File: config.mk
export PLATFORM = sky130hd
export DESIGN_NAME = ntt_seq_ctrl
export DESIGN_NICKNAME = d
export VERILOG_FILES = /design/src/rtl/ntt_seq_ctrl.sv
export SDC_FILE = /design/constraint.sdc
export NUM_CORES = 2
export LEC_CHECK = 0
export ABC_AREA = 1
export CAP_MARGIN = 25
export CORE_MARGIN = 2
export CORE_UTILIZATION = 57
export DETAILED_ROUTE_END_ITERATION = 7
export HOLD_SLACK_MARGIN = 0.02
export PLACE_DENSITY_LB_ADDON = 0.15
export SLEW_MARGIN = 20
export SYNTH_ARGS = -nofsm -noshare
export SYNTH_HDL_FRONTEND = slang
export SYNTH_SLANG_ARGS = --single-unit
File: constraint.sdc
create_clock -name clk -period 60.4 [get_ports clk]
set_input_delay 6.04 -clock clk [delete_from_list [all_inputs] [get_ports clk]]
set_output_delay 6.04 -clock clk [all_outputs]
set_load 0.01 [all_outputs]
File: src/rtl/ntt_seq_ctrl.sv
// Serial N-point naive NTT controller: load N coefficients, evaluate X[k] on one modular MAC, stream results out.
// Optional build macro NTT_BITREV_OUT_EN: emit results in bit-reversed index order.
module ntt_seq_ctrl #(
    parameter int N = 8,
    parameter int W = 8
) (
    input  logic                 clk,
    input  logic                 rst_n,
    input  logic [W-1:0]         cfg_omega,
    input  logic [W-1:0]         cfg_mod,
    input  logic                 in_valid,
    output logic                 in_ready,
    input  logic [W-1:0]         in_data,
    output logic                 out_valid,
    input  logic                 out_ready,
    output logic [W-1:0]         out_data,
    output logic [$clog2(N)-1:0] out_idx,
    output logic                 busy,
    output logic                 err
);

    localparam int LOGN = $clog2(N);
    localparam int W2   = 2 * W;
    localparam int W2P  = 2 * W + 1;

    localparam logic [1:0] IDLE = 2'd0;
    localparam logic [1:0] LOAD = 2'd1;
    localparam logic [1:0] CALC = 2'd2;
    localparam logic [1:0] EMIT = 2'd3;

    localparam logic [LOGN-1:0] LAST   = LOGN'(N - 1);
    localparam logic [LOGN-1:0] ONE_L  = LOGN'(1);
    localparam logic [LOGN-1:0] ZERO_L = LOGN'(0);
    localparam logic [W-1:0]    ZERO_W = W'(0);
    localparam logic [W-1:0]    ONE_W  = W'(1);
    localparam logic [W-1:0]    TWO_W  = W'(2);

`ifdef NTT_BITREV_OUT_EN
    function automatic logic [LOGN-1:0] bitrev(input logic [LOGN-1:0] x);
        logic [LOGN-1:0] r;
        r = ZERO_L;
        for (int i = 0; i < LOGN; i++) begin
            r[i] = x[LOGN-1-i];
        end
        return r;
    endfunction
`endif

    function automatic logic [LOGN-1:0] emit_map(input logic [LOGN-1:0] e);
`ifdef NTT_BITREV_OUT_EN
        return bitrev(e);
`else
        return e;
`endif
    endfunction

    logic [1:0]      state_r;
    logic [W-1:0]    omega_r;
    logic [W-1:0]    q_r;
    logic            err_r;
    logic [LOGN-1:0] j_r;
    logic [LOGN-1:0] k_r;
    logic [LOGN-1:0] e_r;
    logic [W-1:0]    acc_r;
    logic [W-1:0]    tw_r;
    logic [W-1:0]    step_r;
    logic [W-1:0]    a_mem_r   [N];
    logic [W-1:0]    res_mem_r [N];
    logic            in_ready_r;
    logic            out_valid_r;
    logic [W-1:0]    out_data_r;
    logic [LOGN-1:0] out_idx_r;
    logic            busy_r;

    logic            in_hs_s;
    logic            out_hs_s;
    logic [W-1:0]    q_sel_s;
    logic            q_small_s;
    logic [W-1:0]    q_div_s;
    logic [W-1:0]    in_mod_s;
    logic [W2-1:0]   prod_s;
    logic [W2P-1:0]  sum_s;
    logic [W-1:0]    acc_n_s;
    logic [W-1:0]    tw_n_s;
    logic [W-1:0]    step_n_s;
    logic [LOGN-1:0] e_nxt_s;

    // Modular datapath; q<2 frames use a dummy divisor of 2 and force results to zero.
    always_comb begin
        q_sel_s   = (state_r == IDLE) ? cfg_mod : q_r;
        q_small_s = (q_sel_s < TWO_W);
        q_div_s   = q_small_s ? TWO_W : q_sel_s;
        if (q_small_s) begin
            in_mod_s = ZERO_W;
        end else begin
            in_mod_s = in_data % q_div_s;
        end
        prod_s = W2'(a_mem_r[j_r]) * W2'(tw_r);
        sum_s  = W2P'(prod_s) + W2P'(acc_r);
        if (err_r) begin
            acc_n_s = ZERO_W;
        end else begin
            acc_n_s = W'(sum_s % W2P'(q_div_s));
        end
        tw_n_s   = W'((W2'(tw_r) * W2'(step_r)) % W2'(q_div_s));
        step_n_s = W'((W2'(step_r) * W2'(omega_r)) % W2'(q_div_s));
        in_hs_s  = in_valid & in_ready_r;
        out_hs_s = out_valid_r & out_ready;
        e_nxt_s  = e_r + ONE_L;
    end

    // Frame sequencer: load, N*N MAC cycles, then registered result emission.
    always_ff @(posedge clk or negedge rst_n) begin
        if (!rst_n) begin
            state_r     <= IDLE;
            omega_r     <= ZERO_W;
            q_r         <= ZERO_W;
            err_r       <= 1'b0;
            j_r         <= ZERO_L;
            k_r         <= ZERO_L;
            e_r         <= ZERO_L;
            acc_r       <= ZERO_W;
            tw_r        <= ZERO_W;
            step_r      <= ZERO_W;
            in_ready_r  <= 1'b1;
            out_valid_r <= 1'b0;
            out_data_r  <= ZERO_W;
            out_idx_r   <= ZERO_L;
            busy_r      <= 1'b0;
            for (int i = 0; i < N; i++) begin
                a_mem_r[i]   <= ZERO_W;
                res_mem_r[i] <= ZERO_W;
            end
        end else begin
            case (state_r)
                IDLE: begin
                    if (in_hs_s) begin
                        omega_r    <= cfg_omega;
                        q_r        <= cfg_mod;
                        err_r      <= q_small_s;
                        a_mem_r[0] <= in_mod_s;
                        j_r        <= ONE_L;
                        busy_r     <= 1'b1;
                        state_r    <= LOAD;
                    end
                end
                LOAD: begin
                    if (in_hs_s) begin
                        a_mem_r[j_r] <= in_mod_s;
                        if (j_r == LAST) begin
                            in_ready_r <= 1'b0;
                            j_r        <= ZERO_L;
                            k_r        <= ZERO_L;
                            acc_r      <= ZERO_W;
                            tw_r       <= ONE_W;
                            step_r     <= ONE_W;
                            state_r    <= CALC;
                        end else begin
                            j_r <= j_r + ONE_L;
                        end
                    end
                end
                CALC: begin
                    if (j_r == LAST) begin
                        res_mem_r[k_r] <= acc_n_s;
                        acc_r          <= ZERO_W;
                        tw_r           <= ONE_W;
                        step_r         <= step_n_s;
                        j_r            <= ZERO_L;
                        if (k_r == LAST) begin
                            k_r     <= ZERO_L;
                            e_r     <= ZERO_L;
                            state_r <= EMIT;
                        end else begin
                            k_r <= k_r + ONE_L;
                        end
                    end else begin
                        acc_r <= acc_n_s;
                        tw_r  <= tw_n_s;
                        j_r   <= j_r + ONE_L;
                    end
                end
                EMIT: begin
                    // First EMIT cycle only primes the output register.
                    if (!out_valid_r) begin
                        out_valid_r <= 1'b1;
                        out_data_r  <= res_mem_r[emit_map(e_r)];
                        out_idx_r   <= emit_map(e_r);
                    end else if (out_hs_s) begin
                        if (e_r == LAST) begin
                            out_valid_r <= 1'b0;
                            in_ready_r  <= 1'b1;
                            busy_r      <= 1'b0;
                            e_r         <= ZERO_L;
                            state_r     <= IDLE;
                        end else begin
                            e_r        <= e_nxt_s;
                            out_data_r <= res_mem_r[emit_map(e_nxt_s)];
                            out_idx_r  <= emit_map(e_nxt_s);
                        end
                    end
                end
                default: begin
                    state_r <= IDLE;
                end
            endcase
        end
    end

    assign in_ready  = in_ready_r;
    assign out_valid = out_valid_r;
    assign out_data  = out_data_r;
    assign out_idx   = out_idx_r;
    assign busy      = busy_r;
    assign err       = err_r;

endmodule

==> impl_metrics.toml <==
[run_status]
status = "finished, final reports clean"

[cts]
clk_latency_ns = 0.47
htreeDepth = 4
clkTransAtPathRegs_ns = 0.09
cts_resized = 0
hold_buffers = 0
clk_path_buf_depth = 2
clock_sinks = 194
cts_tree = "built"
cts_root_buf = "clkbuf_16"
numCtsBuffers = 17
postCtsSetupBuffers = 0

[min_path]
hold_path.class = "flip-flop to flip-flop"

[sta]
tns_ns = 0
slew_headroom_pct = 32.63
finalHoldViolCount = 0
finalSetupViolCount = 0
max_freq_ghz = 0.02447
tightest_slew_ns = 1.007
finalMaxSlewViolations = 0
finalCritPeriodShare_pct = 67.67
finClkSkew_ns = 0.02438
rsz0062_at_grt = "false"
layout_min_cycle_time_ns = 40.87

[logic_synthesis]
synthesis.yosys.warnings = 0
synth-seq-cells = 194
synth_fp_nets = 5578
syn_area_per_cell_um2 = 6.787
synth_edf_count = 0
synth_area_um2 = 33680
synth-async-reset-ratio_pct = 100.0
synth_flop_cell = "dfrtp_1"
synth.yosys.seq_area_share_pct = 14.42
ys_types = 69
synth_cells = 4962

[final_layout]
drive_gt1_share_pct = 5.772
multi_input_area_um2 = 25520
num-fill-cells = 5676
layout.nets = 5558
final_common_cell = "nand2_1"
final_cell_mix = "1,239 x nand2_1, 727 x inv_1, 468 x ha_1"
area_growth_pct = 5.469
seqCellArea_um2 = 4856

[placement]
detailed_place_hpwl_um = 68470
port_buffers = 42
gp_congestion = 0.9208

[drt]
drtIter0Drc = 1861
totalWireLength_um = 88390
avgViaCountPerCell = 5.515
vias = 31600
drcViolationCount = 0
wl_per_cell_um = 15.43
ant_nets = 0
dr.pass1.iters = 6

[critical_path]
crit_slowest_cell = "inv_2"
critPathCaptureType = "flip-flop"
cp_max_fo = 32
arrival_ns = 41.28
cp_slowest_stage_delay_ns = 0.56
critPathLaunchType = "input pin"
cp.required_ns = 60.80
path_class = "input pin to flip-flop"
path_common_cell = "nand2_1"

[floorplan]
core_area_um2 = 58690
die-width_um = 247.1
std_cell_rows = 89
die_h_um = 247.1
ios = 43
dieArea_um2 = 61040
initial_core_util_pct = 57.39

[global_route]
grt_usage_pct = 29.31
overflow = 0
antenna_found_initial = 1
grt_pass1_vias = 29600
grt_pass1_wl_um = 146000
grt_max_degree = 76

[job]
maxCapViolations = 0
Yosys cell counts, types with 6 or more instances:
master,number,area share (%)
nand2_1,1241,14
inv_1,730,8.1
ha_1,468,17
o21ai_0,425,6.3
nor2_1,316,3.5
a21oi_1,219,3.3
nand3_1,208,3.1
dfrtp_1,193,14
xnor2_1,135,3.5
xor2_1,126,3.3
fa_1,120,7.1
nand4_1,109,2.0
a21o_1,89,2.0
clkbuf_1,86,0.96
o21bai_1,52,1.2
nand2_2,40,0.74
or2_2,38,0.71
nand3_2,33,0.98
o21ai_1,28,0.42
nor3_1,27,0.40
a22o_1,18,0.47
inv_2,18,0.20
nand3b_1,18,0.40
a31oi_1,15,0.28
buf_2,15,0.22
a221oi_1,13,0.34
nor2_2,13,0.24
nor2_4,13,0.43
o31ai_1,13,0.29
o21a_1,12,0.27
buf_1,10,0.11
mux2_2,10,0.33
nand2_4,9,0.30
nand2_8,9,0.53
nor4_1,9,0.17
a211oi_1,7,0.16
clkinv_1,7,0.078
a21boi_0,6,0.13
a21oi_2,6,0.16
or2_1,6,0.11
area by class of cell:
cell class | instances | share of cell area [%]
multi-input cells | 3895 | 71.84
flip-flops and latches | 194 | 13.67
inverters | 758 | 8.024
well taps | 773 | 2.723
repair buffers | 76 | 2.040
clock buffers | 17 | 1.198
clock inverters | 15 | 0.4967
diodes | 1 | 0.007045
stage by stage:
step                      instance area (um2)  instances  utilization (%)  setup slack (ns)  hold WS [ns]
after CTS                               35470       5725            60.44             19.65        0.4888
after floorplan                         33680       4962                -             22.24        0.4495
after global placement                  34840       5692            59.37             19.85        0.4630
after detailed placement                34870       5693            59.41             19.30        0.4662
final                                   35520       5729            60.52             19.53        0.4891
after global routing                    35520       5728            60.52             15.17        0.4988
kinds of logic (layout without fill, tap and decap cells):
group,Yosys count,after routing,share of synthesized area (%)
AO/OA/AOI/OAI,922,922,15.77
adder cells (fa/ha/maj),588,588,24.52
other,0,1,0
multiplexers,11,11,0.3641
flip-flops,194,194,14.42
XOR/XNOR,261,261,6.788
buffers and inverters,873,866,9.875
AND/OR/NAND/NOR,2113,2113,28.27
worst max-delay path: cells and delay by family:
kind,cells,cell delay [ns]
buffers and inverters,47,6.10
AND/OR/NAND/NOR,100,11.29
adder cells (fa/ha/maj),16,5.00
AO/OA/AOI/OAI,73,12.65
per-layer routing:
layer  vias up  global-route usage (%)  part of all wire, %
li1      16180                       -                    -
met1     14600                   38.02                   45
met2       676                   50.98                   47
met3       144                   2.887                  4.0
met4         0                   9.568                  3.5
met5         -                       0                    0
state kept, by name, indices dropped and copies added (netlist names):
register and count:
state_r 2, out_idx 3, in_ready 1, step_r 8, out_data 8, out_valid 1
tw_r 8, e_r 3, acc_r 8, q_r 8, j_r 3, k_r 3
omega_r 8, res_mem_r 64, a_mem_r 64, err 1, busy 1
final timing paths:
check                           start            to  slack (ns)  cells past startpoint
max                        cfg_mod[6]  res_mem_r[1]       19.53                    236
max in group asynchronous       rst_n       tw_r[0]       53.58                      2
min                          acc_r[1]      acc_r[1]        0.49                      2
max reg2reg                    j_r[0]  res_mem_r[1]       22.19                    242
min in group asynchronous       rst_n        q_r[3]        5.58                      1
min reg2reg                  acc_r[1]      acc_r[1]        0.49                      2
Power is left out: the tool's default activity adds up to more than one toggle a clock period on the data nets, which glitch-free logic cannot reach.
